`config.mk`:
```
export PLATFORM = sky130hd
export DESIGN_NAME = dmem_arbiter
export DESIGN_NICKNAME = d
export VERILOG_FILES = /design/src/rtl/dmem_arbiter.sv
export SDC_FILE = /design/constraint.sdc
export NUM_CORES = 1
export LEC_CHECK = 0
export BUFFER_PORTS_ARGS = -buffer_cell sky130_fd_sc_hd__buf_2
export CORE_AREA = 2 2 118 120
export DETAILED_ROUTE_END_ITERATION = 7
export DIE_AREA = 0 0 120 122
export GPL_TIMING_DRIVEN = 0
export PLACE_DENSITY = 0.66
export SLEW_MARGIN = 30
export SYNTH_ARGS = -nofsm -noshare
export SYNTH_HDL_FRONTEND = slang
export SYNTH_SLANG_ARGS = --single-unit
```
`constraint.sdc`:
```
create_clock -name CLK -period 4.49 [get_ports CLK]
set_clock_uncertainty 0.2 [all_clocks]
set_input_delay 0.449 -clock CLK [delete_from_list [all_inputs] [get_ports CLK]]
set_output_delay 0.449 -clock CLK [all_outputs]
set_load 0.1 [all_outputs]
```
`src/rtl/dmem_arbiter.sv`:
```
// Purpose: shares the single data-memory port between the CPU MEM stage and a debug/loader port.
// Latency: memory access is combinational for the granted side; debug response appears 1 cycle after accept.
// Backpressure: CPU is stalled only on a debug grant; debug waits on DbgReady and holds its response until DbgRspReady.
//
// Ports:
//   CLK, RST_N                     clock (rising edge), asynchronous active-low reset
//   Cpu{Req,Write,Addr,WD,Type}    MEM-stage access request; CpuRD load data, CpuStall hold request
//   Dbg{Valid,Write,Addr,WD,Type}  debug request channel, DbgReady = accepted this cycle
//   DbgRsp{Valid,Ready,Data}       debug response channel (write acks return 0)
//   Mem{Addr,WD,Type,Write}, MemRD Memorytop port (combinational read, write on clock edge)
module dmem_arbiter #(
    parameter int MAX_WAIT = 4,
    parameter int WAIT_W   = (MAX_WAIT > 0) ? $clog2(MAX_WAIT + 1) : 1
) (
    input  logic        CLK,
    input  logic        RST_N,
    input  logic        CpuReq,
    input  logic        CpuWrite,
    input  logic [31:0] CpuAddr,
    input  logic [31:0] CpuWD,
    input  logic [2:0]  CpuType,
    output logic [31:0] CpuRD,
    output logic        CpuStall,
    input  logic        DbgValid,
    output logic        DbgReady,
    input  logic        DbgWrite,
    input  logic [31:0] DbgAddr,
    input  logic [31:0] DbgWD,
    input  logic [2:0]  DbgType,
    output logic        DbgRspValid,
    input  logic        DbgRspReady,
    output logic [31:0] DbgRspData,
    output logic [31:0] MemAddr,
    output logic [31:0] MemWD,
    output logic [2:0]  MemType,
    output logic        MemWrite,
    input  logic [31:0] MemRD
);

    typedef enum logic {
        IDLE = 1'b0,
        RSP  = 1'b1
    } state_t;

    state_t            state;
    state_t            state_nxt;
    logic [WAIT_W-1:0] wait_cnt;
    logic [WAIT_W-1:0] wait_cnt_nxt;
    logic              rsp_vld_nxt;
    logic [31:0]       rsp_dat_nxt;
    logic              wait_full;
    logic              dbg_gnt;
    logic              cpu_gnt;

    // With MAX_WAIT=0 the counter sits at 0, which equals the limit, so debug always wins.
    assign wait_full = (wait_cnt == WAIT_W'(MAX_WAIT));

    // Grant and memory mux. Gating with RST_N keeps writes, grants and stalls off while in reset.
    always_comb begin
        dbg_gnt  = RST_N && (state == IDLE) && DbgValid && (!CpuReq || wait_full);
        cpu_gnt  = CpuReq && !dbg_gnt;
        DbgReady = dbg_gnt;
        CpuStall = RST_N && CpuReq && !cpu_gnt;
        CpuRD    = MemRD;
        MemAddr  = dbg_gnt ? DbgAddr : CpuAddr;
        MemWD    = dbg_gnt ? DbgWD   : CpuWD;
        MemType  = dbg_gnt ? DbgType : CpuType;
        MemWrite = RST_N && ((dbg_gnt && DbgWrite) || (cpu_gnt && CpuWrite));
    end

    always_comb begin
        state_nxt    = state;
        wait_cnt_nxt = wait_cnt;
        rsp_vld_nxt  = DbgRspValid;
        rsp_dat_nxt  = DbgRspData;
        case (state)
            IDLE: begin
                if (dbg_gnt) begin
                    state_nxt    = RSP;
                    rsp_vld_nxt  = 1'b1;
                    // Writes commit on this same edge; the ack carries no data.
                    rsp_dat_nxt  = DbgWrite ? 32'h0 : MemRD;
                    wait_cnt_nxt = '0;
                end else if (!DbgValid) begin
                    // A dropped request forfeits its accumulated wait.
                    wait_cnt_nxt = '0;
                end else if (CpuReq && !wait_full) begin
                    wait_cnt_nxt = wait_cnt + WAIT_W'(1);
                end
            end
            RSP: begin
                if (DbgRspReady) begin
                    state_nxt   = IDLE;
                    rsp_vld_nxt = 1'b0;
                end
            end
            default: state_nxt = IDLE;
        endcase
    end

    always_ff @(posedge CLK or negedge RST_N) begin
        if (!RST_N) begin
            state       <= IDLE;
            wait_cnt    <= '0;
            DbgRspValid <= 1'b0;
            DbgRspData  <= 32'h0;
        end else begin
            state       <= state_nxt;
            wait_cnt    <= wait_cnt_nxt;
            DbgRspValid <= rsp_vld_nxt;
            DbgRspData  <= rsp_dat_nxt;
        end
    end

endmodule

```
# Word level (Yosys, flattened, before mapping)
# Cells that the tools add are included.
[word_totals]
out_inout_bits = 135
input_bits = 173
reg_bits = 37
elab_cells = 42
[classes]
n_eq_ne = 4
n_bitwise = 1
add_sub_neg = 1
reduce_logical = 19
mux = 13
[op_table]
columns = ["op", "n"]
rows = [
  ["$mux 32", 3],
  ["$mux 3", 4],
  ["$logic_and 1x1->1", 10],
  ["$reduce_and 2->1", 3],
  ["$logic_not 1->1", 4],
  ["$mux 1", 4],
  ["$ne 2x2->1 const B", 2],
  ["$pmux 1 s2", 2],
  ["$add 3x1->3 const B", 1],
  ["$eq 3x3->1 const B", 1],
  ["$ne 3x1->1 const B", 1],
  ["$logic_or 1x1->1", 2],
  ["$not 1->1", 1],
]

# Logic depth before layout (Yosys ltp)
[depth]
ltp_word = 9
mapped_depth = 8
ltp_nobuf = 5

# Least setup slack after synthesis
# Ideal clock, no wire load.
[synth_timing]
kind = "register to output"
from = "register wait_cnt[0]"
to = "output port CpuStall"
n_path_buf = 3
path_stages_with_launch = 9
path_slack_ps = 1678
arrival_time_ps = 2163
path_cell_list = "dfrtp_1 inv_1 ha_1 a21bo_1 and3_1 buf_6 buf_8 buf_6 and2_1"
[synth_between]
elab_chain_cells = 7
[synth_rtl]
columns = ["item", "line_no", "source"]
rows = [
  ["start, declared", "47", "logic [WAIT_W-1:0] wait_cnt;"],
  ["start signal, assigned", "109", "wait_cnt <= wait_cnt_nxt;"],
  ["$eq 3x3->1", "56", "assign wait_full = (wait_cnt == WAIT_W'(MAX_WAIT));"],
  ["$logic_or 1x1->1", "60", "dbg_gnt = RST_N && (state == IDLE) && DbgValid && (!CpuReq || wait_full);"],
  ["$logic_and 1x1->1", "60", ""],
  ["via DbgReady", "25", "output logic DbgReady,"],
  ["$logic_not 1->1", "61", "cpu_gnt = CpuReq && !dbg_gnt;"],
  ["$logic_and 1x1->1", "61", ""],
  ["$logic_not 1->1", "63", "CpuStall = RST_N && CpuReq && !cpu_gnt;"],
  ["$logic_and 1x1->1", "63", ""],
  ["end, declared", "23", "output logic CpuStall,"],
]
# The timed path passes the listed nets, and every way through them passes these cells.

# Worst setup path in the final report
[layout_timing]
from = "input port RST_N"
to = "output port MemAddr[30]"
[layout_between]
elab_chain_cells = 4
[layout_rtl]
columns = ["item", "line_no", "source"]
rows = [
  ["start, declared", "16", "input logic RST_N,"],
  ["$logic_and 1x1->1 (3 in series)", "60", ""],
  ["$mux 32", "65", "MemAddr = dbg_gnt ? DbgAddr : CpuAddr;"],
  ["end, declared", "33", "output logic [31:0] MemAddr,"],
]
# No other way between the ends.

==> key figures <==
Timing
  – Fin Hold WS: 151.8 ps
  – Final setup margin: 1038 ps
  – Final Hold Fails: 0
  – Final setup viols: 0
  – Setup_tns: 0 ps
  – Worst-Margin Slew: 533.2 ps
  – Final Slew Violations: 0
  – RSZ-0062 raised after global routing: false
  – Slew margin rel.: 64.45%
  – Fmax: 289.7 MHz
  – Fin crit share: 76.87%
  – Fin crit period: 3452 ps

Clocking
  – TritonCTS buffer count: 5
  – Clock sinks: 37
  – Clock transition at the registers of the reported paths: 50 ps
  – TritonCTS clock tree: done
  – H-tree depth: 2
  – Cts repair resizes: 0
  – Max Buffers Root-to-Sink: 2
  – CTS root buf: clkbuf_16
  – Later-pin clock latency in the skew report: 270 ps

Power and ir drop
  – Pwr/cell area: 429.3 nW/um^2
  – VDD IR max: 0.2624 mV
  – Pleak: 2.773 nW
  – Power, Total: 2.103 mW

Routing
  – DR vias: 2972
  – Initial drt markers: 66
  – Post-route ant nets: 0
  – DRT Wirelength: 11210 um
  – Drt wl/cell: 15.30 um
  – DRC viols: 0
  – Pre-Repair DR Iteration Count: 4
  – Vias per cell: 4.055

Run status
  – Outcome: finished, final reports clean

Critical path
  – Crit path max-delay cell type: dlygate4sd3_1
  – Buf/Inv on CP: 6
  – Kind of critical path: primary input to primary output
  – R2r endpoint: DbgRspData[26]$_DFFE_PN0P_
  – Crit start category: primary input
  – FF-to-FF Start: wait_cnt[0]$_DFFE_PN0P_
  – CP max stage delay: 530 ps
  – WP data arrival: 2800 ps
  – Top Family by Delay on Critical Path: buffers and inverters
  – Worst-path maximum fanout: 41
  – Crit path top cell by count: buf_6
  – Reg2Reg Setup Slack: 2500 ps
  – Crit. End Element: primary output
  – Crit path cell chain: dlygate4sd3_1, buf_4, and3_1, buf_6, buf_8, buf_6, mux2_4, buf_2
  – Req. time, crit path: 3840 ps
  – Reg2reg path depth: 7

Yosys
  – Synth cell types: 22
  – Post-Synth Adder-Cell Area: 0.8358%
  – Largest family of logic cells by synthesized area: multiplexers
  – Mux share of post-synthesis cell area: 45.01%
  – Simple-Gate Fraction of Synth Area: 8.274%
  – Post-synth top area share: 30.92%
  – Largest cells by area after synthesis: dfrtp_1 31%, mux2_4 28%, mux2_2 17%
  – Mapped Avg Cell Area: 12.53 sq um
  – #FFs+latches synth: 37
  – Mapped cell area: 2994 sq um
  – Yosys warnings: 0
  – Syn_nets: 414
  – Post-Synth XOR/XNOR Area: 0%
  – Async set or reset register ratio after synthesis: 100.0%
  – Post-synth EDFFs: 0
  – Gate Count Post-Synth: 239
  – Commonest register cell after synthesis: dfrtp_1
  – Post-synthesis sequential area ratio: 30.92%
  – Synth area leader: dfrtp_1
  – Compound-gate portion of the synthesized area: 2.257%

Hold path
  – Hold endpoint: DbgRspValid$_DFFE_PN0P_
  – Hold depth: 2
  – Tightest Hold Check Type: primary input to flop
  – Hold_sp: DbgRspReady

Global routing
  – Total gr overflow: 0
  – Vias in the first global route: 2947
  – Gr usage total: 14.05%
  – Initial antenna violation count: 1
  – First-pass GRT wire length: 15970 um
  – Largest net degree at the start of global routing: 42

Final layout
  – Util after Layout: 36.27%
  – Filler cells: 1407
  – Synthesis-to-layout area growth: 63.60%
  – Register area: 925.9 sq um
  – Area of the multi-input gates: 1688 sq um
  – Layout cells sized above 1: 83.00%
  – # diodes: 0
  – Nets: 729

Flow run
  – Max-Cap Viols: 0

Floorplan
  – Die area: 14640 sq um
  – Die Height: 122 um
  – I/O pin cnt: 308
  – Core Area: 13500 sq um
  – Row count: 43
  – Die span in x: 120 um
  – Initial Util: 22.17%

Place
  – Worst slack at placement: 1178 ps
  – Placer congestion estimate: 0.7920
  – Port Buffers: 307
  – Detailed Place HPWL: 9403 um
==> repair_timing <==
item / in CTS / in global routing
hold buffers: 0 / 1
buffers inserted: 0 / 0
endpoints found under the hold margin: 0 / 12
==> cell usage after synthesis, types with 2 or more instances <==
master    instances
buf_4            32
nor2b_1          33
clkbuf_1          3
mux2_2           45
dfrtp_1          37
mux2_4           56
a21o_1            2
nand2_1           2
buf_2             4
inv_1             4
ha_1              2
buf_6             7
and3_1            3
==> per-layer routing <==
layer | global-route usage, % | routed length (um)
met3 | 3.745 | 1033
met2 | 25.78 | 5622
met4 | 2.941 | 155
met5 | 0 | 0
met1 | 16.38 | 4401
==> metrics by stage <==
step | std cells | instance area [sq um]
after floorplan | 239 | 2994
after global placement | 726 | 4756
after detailed placement | 726 | 4756
after CTS | 732 | 4886
after global routing | 733 | 4898
final | 733 | 4898
==> worst max path at each step <==
stage                            start           to  slack (ps)  cells past startpoint
2_1_floorplan  wait_cnt[0]$_DFFE_PN0P_     CpuStall        1680                      8
3_5_place_dp                     RST_N     MemWD[0]        1180                      7
6_report                         RST_N  MemAddr[30]        1040                      8
3_3_place_gp                     RST_N     MemWD[0]        1170                      7
5_1_grt                          RST_N     MemWD[0]         880                      8
4_1_cts                          RST_N     MemWD[0]        1170                      7
==> cell families after synthesis <==
kind of cell	after synthesis
multiplexers	101
adder cells (fa/ha/maj)	2
buffers and inverters	51
AND/OR/NAND/NOR	40
AO/OA/AOI/OAI	8
flip-flops	37
==> cell usage in the layout, fill, tap and decap left out, drive strengths merged, types with 2 or more instances in the layout <==
cell / n
inv: 4
nand2: 2
clkbuf: 8
a21o: 2
mux2: 101
dfrtp: 37
buf: 351
and3: 3
nor2b: 33
ha: 2
==> worst register-to-register path: stages (launching register included) <==
cell,delay (ps)
dfrtp_1,390
inv_1,80
ha_1,160
a21bo_1,120
and3_1,160
buf_6,120
buf_2,260
mux2_2,380
==> layout make-up <==
type	count	share of cell area [%]
clock inverters	1	0.1022
inverters	4	0.3065
multi-input cells	151	34.46
plain buffers	47	7.458
well taps	180	4.598
flip-flops and latches	37	18.90
clock buffers	5	2.554
repair buffers	308	31.62
==> state kept, by name, summed over array words and instances (netlist names) <==
| name | flops |
|---|---|
| DbgRspData | 32 |
| DbgRspValid | 1 |
| state | 1 |
| wait_cnt | 3 |
==> power by group <==
part	internal, mW	leakage [nW]	switching, mW
logic	0.281	2.23	1.07
registers	0.396	0.480	0.0315
clock network	0.198	0.0655	0.126
(Power assumes the default switching activity.)
